==> src/rtl/morse_pkg.sv <==
// Shared constants, types and the ITU Morse ROM for the character encoder.
// ROM codes are stored left-justified (first symbol in bit 4, 1=dash) with unused bits zero.
package morse_pkg;

    localparam int MORSE_SYMS = 5;

    localparam logic [5:0] IDX_DIGIT0   = 6'd0;
    localparam logic [5:0] IDX_LETTER_A = 6'd10;
    localparam logic [5:0] IDX_MAX      = 6'd35;

    typedef logic [MORSE_SYMS-1:0] sym_vec_t;
    typedef logic [2:0]            sym_len_t;

    typedef struct packed {
        sym_vec_t code;
        sym_len_t len;
    } morse_entry_t;

    function automatic morse_entry_t morse_rom(input logic [5:0] idx);
        morse_entry_t e;
        e = '{code: '0, len: '0};
        case (idx)
            IDX_DIGIT0 + 6'd0:    e = '{code: 5'b11111, len: 3'd5};
            IDX_DIGIT0 + 6'd1:    e = '{code: 5'b01111, len: 3'd5};
            IDX_DIGIT0 + 6'd2:    e = '{code: 5'b00111, len: 3'd5};
            IDX_DIGIT0 + 6'd3:    e = '{code: 5'b00011, len: 3'd5};
            IDX_DIGIT0 + 6'd4:    e = '{code: 5'b00001, len: 3'd5};
            IDX_DIGIT0 + 6'd5:    e = '{code: 5'b00000, len: 3'd5};
            IDX_DIGIT0 + 6'd6:    e = '{code: 5'b10000, len: 3'd5};
            IDX_DIGIT0 + 6'd7:    e = '{code: 5'b11000, len: 3'd5};
            IDX_DIGIT0 + 6'd8:    e = '{code: 5'b11100, len: 3'd5};
            IDX_DIGIT0 + 6'd9:    e = '{code: 5'b11110, len: 3'd5};
            IDX_LETTER_A + 6'd0:  e = '{code: 5'b01000, len: 3'd2}; // A
            IDX_LETTER_A + 6'd1:  e = '{code: 5'b10000, len: 3'd4}; // B
            IDX_LETTER_A + 6'd2:  e = '{code: 5'b10100, len: 3'd4}; // C
            IDX_LETTER_A + 6'd3:  e = '{code: 5'b10000, len: 3'd3}; // D
            IDX_LETTER_A + 6'd4:  e = '{code: 5'b00000, len: 3'd1}; // E
            IDX_LETTER_A + 6'd5:  e = '{code: 5'b00100, len: 3'd4}; // F
            IDX_LETTER_A + 6'd6:  e = '{code: 5'b11000, len: 3'd3}; // G
            IDX_LETTER_A + 6'd7:  e = '{code: 5'b00000, len: 3'd4}; // H
            IDX_LETTER_A + 6'd8:  e = '{code: 5'b00000, len: 3'd2}; // I
            IDX_LETTER_A + 6'd9:  e = '{code: 5'b01110, len: 3'd4}; // J
            IDX_LETTER_A + 6'd10: e = '{code: 5'b10100, len: 3'd3}; // K
            IDX_LETTER_A + 6'd11: e = '{code: 5'b01000, len: 3'd4}; // L
            IDX_LETTER_A + 6'd12: e = '{code: 5'b11000, len: 3'd2}; // M
            IDX_LETTER_A + 6'd13: e = '{code: 5'b10000, len: 3'd2}; // N
            IDX_LETTER_A + 6'd14: e = '{code: 5'b11100, len: 3'd3}; // O
            IDX_LETTER_A + 6'd15: e = '{code: 5'b01100, len: 3'd4}; // P
            IDX_LETTER_A + 6'd16: e = '{code: 5'b11010, len: 3'd4}; // Q
            IDX_LETTER_A + 6'd17: e = '{code: 5'b01000, len: 3'd3}; // R
            IDX_LETTER_A + 6'd18: e = '{code: 5'b00000, len: 3'd3}; // S
            IDX_LETTER_A + 6'd19: e = '{code: 5'b10000, len: 3'd1}; // T
            IDX_LETTER_A + 6'd20: e = '{code: 5'b00100, len: 3'd3}; // U
            IDX_LETTER_A + 6'd21: e = '{code: 5'b00010, len: 3'd4}; // V
            IDX_LETTER_A + 6'd22: e = '{code: 5'b01100, len: 3'd3}; // W
            IDX_LETTER_A + 6'd23: e = '{code: 5'b10010, len: 3'd4}; // X
            IDX_LETTER_A + 6'd24: e = '{code: 5'b10110, len: 3'd4}; // Y
            IDX_LETTER_A + 6'd25: e = '{code: 5'b11000, len: 3'd4}; // Z
            default:              e = '{code: '0, len: '0};
        endcase
        return e;
    endfunction

    // L ones from the top bit downward; a zero length gives a blank mask.
    function automatic sym_vec_t len_mask(input sym_len_t len);
        sym_vec_t ones;
        ones = '1;
        return ~(ones >> len);
    endfunction

endpackage

==> src/rtl/morse_symbol_demux.sv <==
// Per-position lamp driver: splits one enabled Morse symbol into dot and dash lamps.
module morse_symbol_demux (
    input  logic num,
    input  logic display,
    output logic ponto,
    output logic traco
);

    assign ponto = display & ~num;
    assign traco = display &  num;

endmodule

==> src/rtl/codif_morse.sv <==
// Registered character-index to Morse encoder with left-justified symbols,
// position-enable mask and one dot/dash lamp driver per position.
module codif_morse
    import morse_pkg::*;
#(
    parameter int SYMS = MORSE_SYMS
) (
    input  logic            clk,
    input  logic            reset,
    input  logic [5:0]      num,
    input  logic            ready,
    output logic [SYMS-1:0] morse,
    output logic [SYMS-1:0] display,
    output logic [SYMS-1:0] ponto,
    output logic [SYMS-1:0] traco
);

    morse_entry_t   w_entry;
    logic           w_valid;
    sym_vec_t       w_mask;
    sym_vec_t       w_code;

    logic [SYMS-1:0] r_morse;
    logic [SYMS-1:0] r_display;

    // NOTE: every always_comb output gets a default first so no latch can be inferred.
    always_comb begin
        w_entry = morse_rom(num);
        w_valid = (num <= IDX_MAX);
        w_mask  = '0;
        if (w_valid) begin
            w_mask = len_mask(w_entry.len);
        end
        // Bits past the code length are forced to dot/off regardless of ROM content.
        w_code = w_entry.code & w_mask;
    end

    // NOTE: state uses non-blocking assignments; reset wins over a coincident load edge.
    always_ff @(posedge clk or negedge reset) begin
        if (!reset) begin
            r_morse   <= '0;
            r_display <= '0;
        end else if (ready) begin
            r_morse   <= w_code;
            r_display <= w_mask;
        end
    end

    assign morse   = r_morse;
    assign display = r_display;

    for (genvar i = 0; i < SYMS; i++) begin : g_lamp
        morse_symbol_demux u_demux (
            .num     (r_morse[i]),
            .display (r_display[i]),
            .ponto   (ponto[i]),
            .traco   (traco[i])
        );
    end

endmodule

==> config.mk <==
export PLATFORM = sky130hd
export DESIGN_NAME = codif_morse
export DESIGN_NICKNAME = d
export VERILOG_FILES = /design/src/rtl/morse_pkg.sv /design/src/rtl/morse_symbol_demux.sv /design/src/rtl/codif_morse.sv
export SDC_FILE = /design/constraint.sdc
export NUM_CORES = 1
export LEC_CHECK = 0
export CAP_MARGIN = 25
export CORE_MARGIN = 10
export CORE_UTILIZATION = 30
export DETAILED_ROUTE_END_ITERATION = 16
export SETUP_SLACK_MARGIN = 0.2
export SLEW_MARGIN = 10
export SYNTH_ARGS = -nofsm -noshare
export SYNTH_HDL_FRONTEND = slang
export SYNTH_SLANG_ARGS = --single-unit
==> constraint.sdc <==
create_clock -name clk -period 1.1 [get_ports clk]
set_input_delay 0.22 -clock clk [delete_from_list [all_inputs] [get_ports clk]]
set_output_delay 0.22 -clock clk [all_outputs]
set_load 0.05 [all_outputs]
## After elaboration in Yosys (flattened, before gate mapping)

Memory sizes are Yosys's and may differ from the RTL's.
Cells that the tools add are included.

- Output and inout bits: 20
- Memories: 1
- Logic and storage cells: 23
- Flip-flop bits (word level): 10
- Input bits: 9
- Memory bits (read-only): 512

- Shift-type cells: 1
- Multiplexer cells: 1
- Bitwise logic cells: 17
- Magnitude comparators: 1

Memories:

| memory | depth | bits a word | read ports | clocked after memory_dff | write ports | line | source |
|---|---|---|---|---|---|---|---|
| (no name shown) | 64 | 8 | 1 | 0 | 0 | morse_pkg.sv:22 | `case (idx)` |

Operators by type and width:

| operator | count |
|---|---|
| $and A1 B1 Y1 | 10 |
| $le A6 B6 Y1 const B | 1 |
| $and A5 B5 Y5 | 1 |
| $mux W5 | 1 |
| $not A1 Y1 | 5 |
| $not A5 Y5 | 1 |
| $shr A5 B3 Y5 const A | 1 |

## Logic depth before layout (Yosys ltp)

An unclocked memory read counts as a cell.

- Depth in word-level cells: 5
- Mapped depth: 8
- Mapped depth without buffers: 7

## Modules after synthesis

From an unflattened synthesis, not the netlist that was laid out.

- Cells, all modules: 128
- Area total of the unflattened synthesis: 1121.1 sq um

Modules (own cells, without submodules):

| module | times used | sequential area each (sq um) | cells each | area an instance (sq um) |
|---|---|---|---|---|
| codif_morse | 1 | 250.2 | 118 | 1039.7 |
| morse_symbol_demux | 5 | 0.0 | 2 | 16.3 |

## Worst setup path after synthesis

OpenSTA, ideal clock, no wires.

- Kind: input to register
- Start point: input port num[0]
- End point: register r_morse[4] (netlist: morse[4])
- Library setup time: 0.082 ns
- Required time: 1.018 ns
- Stages: 7
- Arrival time: 1.621 ns
- Setup slack: -0.603 ns
- Path buffers: 0
- Path through: inv_1 -> ha_1 -> mux2_2 -> a32oi_1 -> a32o_1 -> o21ai_1 -> a31oi_1

- Word-level cells in the longest chain between the ends: 5
- Elaborated cells between the ends (all ways): 6
- Those cells by class: order compare: 1; shift: 1; mux: 1; bitwise: 2; memory: 1

RTL lines:

| item | line | source |
|---|---|---|
| start, declared | codif_morse.sv:10 | `input logic [5:0] num,` |
| $mem_v2 Z64 W8 | - |  |
| $shr A5 B3 Y5 | morse_pkg.sv:68 | `return ~(ones >> len);` |
| $not A5 Y5 | morse_pkg.sv:68 |  |
| $mux W5 | codif_morse.sv:31 | `if (w_valid) begin` |
| $and A5 B5 Y5 (*) | codif_morse.sv:35 | `w_code = w_entry.code & w_mask;` |
| end signal, assigned | codif_morse.sv:44 | `r_morse <= w_code;` |
| end, declared | codif_morse.sv:23 | `logic [SYMS-1:0] r_morse;` |

Mark *: on every way between the ends. The rest lies on a longest branch, timed or not.
A chain may end at the register's enable or synchronous reset.

## Worst setup path after layout

- Start point: input port num[1]
- End point: register r_morse[4] (netlist: morse[4])

The elaborated chain is that of the path after synthesis.

==> flow_summary.toml <==
[power]
combPwrFrac_pct = 57.9
pwr-share-clk_pct = 21.4
p_per_area_mw_per_mm2 = 951
irDropWorstVdd_uv = 385
p_leak_nw = 1.00
p_sw_share_pct = 36.3
p_int_mw = 1.38
p_total_mw = 2.16
seqPwrFrac_pct = 20.7
switchingPower_mw = 0.785

[clocking]
cts_max_level = 1
cts_tree = "yes"
clock_sinks = 10
cts_made_buffers = 3
path_clk_slew_ns = 0.05
cts.path.max_buffers = 2
cts.root.buffer_cell = "clkbuf_8"
cts_hold_buf = 0
clk_latency_ns = 0.24

[timing]
fin_crit_ns = 1.52
relSlewSlack_pct = 80.2
hold_viol = 0
rsz0062_at_grt = "true"
tightest_slew_ns = 0.295
finalSetupViolCount = 30
finalSetupTns_ns = -4.77
fin_worst_skew_ns = 0
final_max_slew_viol_count = 0
fin_crit_sh_pct = 139
fin_ws_ns = -0.424
fin_hold_ws_ns = 0.280
max_freq_ghz = 0.656

[synthesis]
synth_mux_area_share_pct = 6.20
synth_nets = 166
yosysSeqAreaShare_pct = 20.7
synth.distinct_cells = 45
syn_avg_cell_area_um2 = 8.07
synth_top_family_by_area = "compound AO/OA/AOI/OAI gates"
synthTopCellsByArea = "dfrtp_1 21%, buf_4 13%, ha_1 7.2%, inv_1 4.3%, nor2b_1 4.1%"
synth_seq_cells = 10
synth_xor_area_share_pct = 0.724
synth_top_area_share_pct = 20.7
yosys.area_share.adder_pct = 7.24
synth_cells = 150
netlist_area_mm2 = 0.00121
synth_compound_area_share_pct = 25.6
synth_top_area_cell = "dfrtp_1"
yosysWarnings = 0
synth_simple_gate_area_share_pct = 17.6

[route]
antenna_left = 0
dr.pass1.iters = 5
drt-total-wl_mm = 3.70
via_per_inst = 4.84
avgRoutedWirePerCell_um = 14.2
vias = 1262
drc_errors = 0
drt_iter0_drc = 58

[finish]
layout_commonest_cell = "buf_4"
layout-drive-gt1-share_pct = 61.6
fillers = 318
nets = 228
areaGrowthSynthToFinish_pct = 87.8
antenna_cells = 0
finish.instance_area_mm2 = 0.00227
layout_common_cells = "41 x buf_4, 21 x buf_12, 15 x buf_6, 10 x nand2_1, 8 x inv_1"
final_util_pct = 57.6

[setup_path]
cp_max_fo = 4
path_cells = "buf_8, clkinvlp_4, ha_4, mux2i_1, a311o_1, a32oi_2, buf_4, o21ai_2, a31oi_1"
r2r_start = "morse[4]$_DFFE_PN0P_"
slowest_delay_ns = 0.30
cp_data_arrival_time_ns = 1.69
ff2ff_setup_slack_ns = -0.03
worstRegToRegCells = 5
start_kind = "primary input"
required_ns = 1.26
crit_type = "primary input to flop"
reg2reg_to = "morse[4]$_DFFE_PN0P_"
end_kind = "flop"
crit_slowest_cell = "a311o_1"

[run_status]
violations = "setup timing"
status = "finished with violations"

[global_routing]
antenna_found_initial = 0
grt_usage_pct = 10.6
grt_pass1_wl_mm = 6.26
grt_max_degree = 17
overflow = 0
grt_pass1_vias = 1330

[die]
die_area_mm2 = 0.00697
core_mm2 = 0.00394
num_io_pins = 29
fp-row-count = 23
die_y_um = 83.5
start_util_pct = 30.7
die_w_um = 83.5

[place]
portBuffers = 28
place_hpwl_mm = 2.88
globalplace.congestion = 0.879
dpl-instance-area_mm2 = 0.00192

[job]
maxCapViolCount = 0

[min_path]
min_path_type = "primary input to async pin"
## state kept, by name, indices dropped and copies added, names as in the netlist
| signal | cells |
|---|---|
| display | 5 |
| morse | 5 |
## cell usage after synthesis (all sizes together)
cell	instances
a311o	1
nor2	7
a21oi	2
o32ai	1
a32oi	3
ha	7
o211ai	2
dfrtp	10
a211o	2
o2bb2ai	1
nand2b	3
nand3	1
inv	14
a31o	1
or4b	1
a21boi	1
xor2	1
a221oi	1
clkbuf	3
a32o	1
o32a	1
a21o	1
a22oi	1
mux2	4
buf	26
o22ai	3
mux2i	3
and2	4
nor3	3
and2b	1
nor3b	1
nand2	11
a311oi	1
o21a	2
nor2b	8
or3	1
o21ai	9
o2111ai	1
a31oi	4
a211oi	2
## power by group through the flow
stage | clock [mW] | sequential [mW] | combinational, mW
final | 0.463 | 0.447 | 1.25
after global routing | 0.487 | 0.454 | 1.32
after CTS | 0.472 | 0.443 | 1.21
after detailed placement | 0 | 0.442 | 1.07
after global placement | 0 | 0.441 | 1.07
after floorplan | 0 | 0.430 | 0.640
## logic make-up (layout without fill, tap and decap cells)
group | count (synthesis) | in the layout
buffers and inverters | 43 | 104
flip-flops | 10 | 10
AO/OA/AOI/OAI | 41 | 41
AND/OR/NAND/NOR | 41 | 41
adder cells (fa/ha/maj) | 7 | 7
XOR/XNOR | 1 | 1
multiplexers | 7 | 7
## timing repair
item	4_1_cts	5_1_grt
endpoints found under the hold margin	0	0
gates cloned	1	0
gates resized for setup	58	14
pin swaps	13	12
endpoints found under the setup margin	30	30
buffers inserted	12	4
## how the worst max path moves through the flow
stage | startpoint | endpoint | slack, ns | cells past startpoint
detailed placement | num[1] | morse[2]$_DFFE_PN0P_ | -1.18 | 8
CTS | num[0] | morse[2]$_DFFE_PN0P_ | -0.43 | 8
global route | num[1] | morse[2]$_DFFE_PN0P_ | -0.51 | 8
finish | num[1] | morse[4]$_DFFE_PN0P_ | -0.42 | 9
global placement | num[1] | morse[2]$_DFFE_PN0P_ | -1.12 | 8
floorplan | num[1] | morse[2]$_DFFE_PN0P_ | -0.47 | 7
## per-layer routing
metal | track usage, % | wire length, um | up-vias | part of all wire [%]
met5 | 0 | 0 | - | 0
met4 | 5.94 | 108 | 0 | 2.9
met3 | 2.83 | 171 | 9 | 4.6
met2 | 19.2 | 1870 | 33 | 51
met1 | 10.8 | 1550 | 588 | 42
li1 | - | - | 632 | -
## metrics by stage
step           cells  setup WS (ns)
2_1_floorplan    150         -0.472
4_1_cts          257         -0.433
3_5_place_dp     240          -1.18
3_3_place_gp     240          -1.12
6_report         261         -0.424
5_1_grt          261         -0.511
## final cells by class
type | instances | area [um^2] | area share [%]
clock buffers | 4 | 55.1 | 2.42
inverters | 14 | 60.1 | 2.64
multi-input cells | 97 | 856 | 37.7
flip-flops and latches | 10 | 254 | 11.2
well taps | 50 | 62.6 | 2.75
repair buffers | 86 | 985 | 43.3
## critical path, delay by kind of cell
family,cells,cell delay [ns]
compound gates,4,0.80
fa+ha+maj,1,0.19
buf+inv,3,0.36
mux,1,0.11
Note: power is estimated with default switching activity, not from simulation.
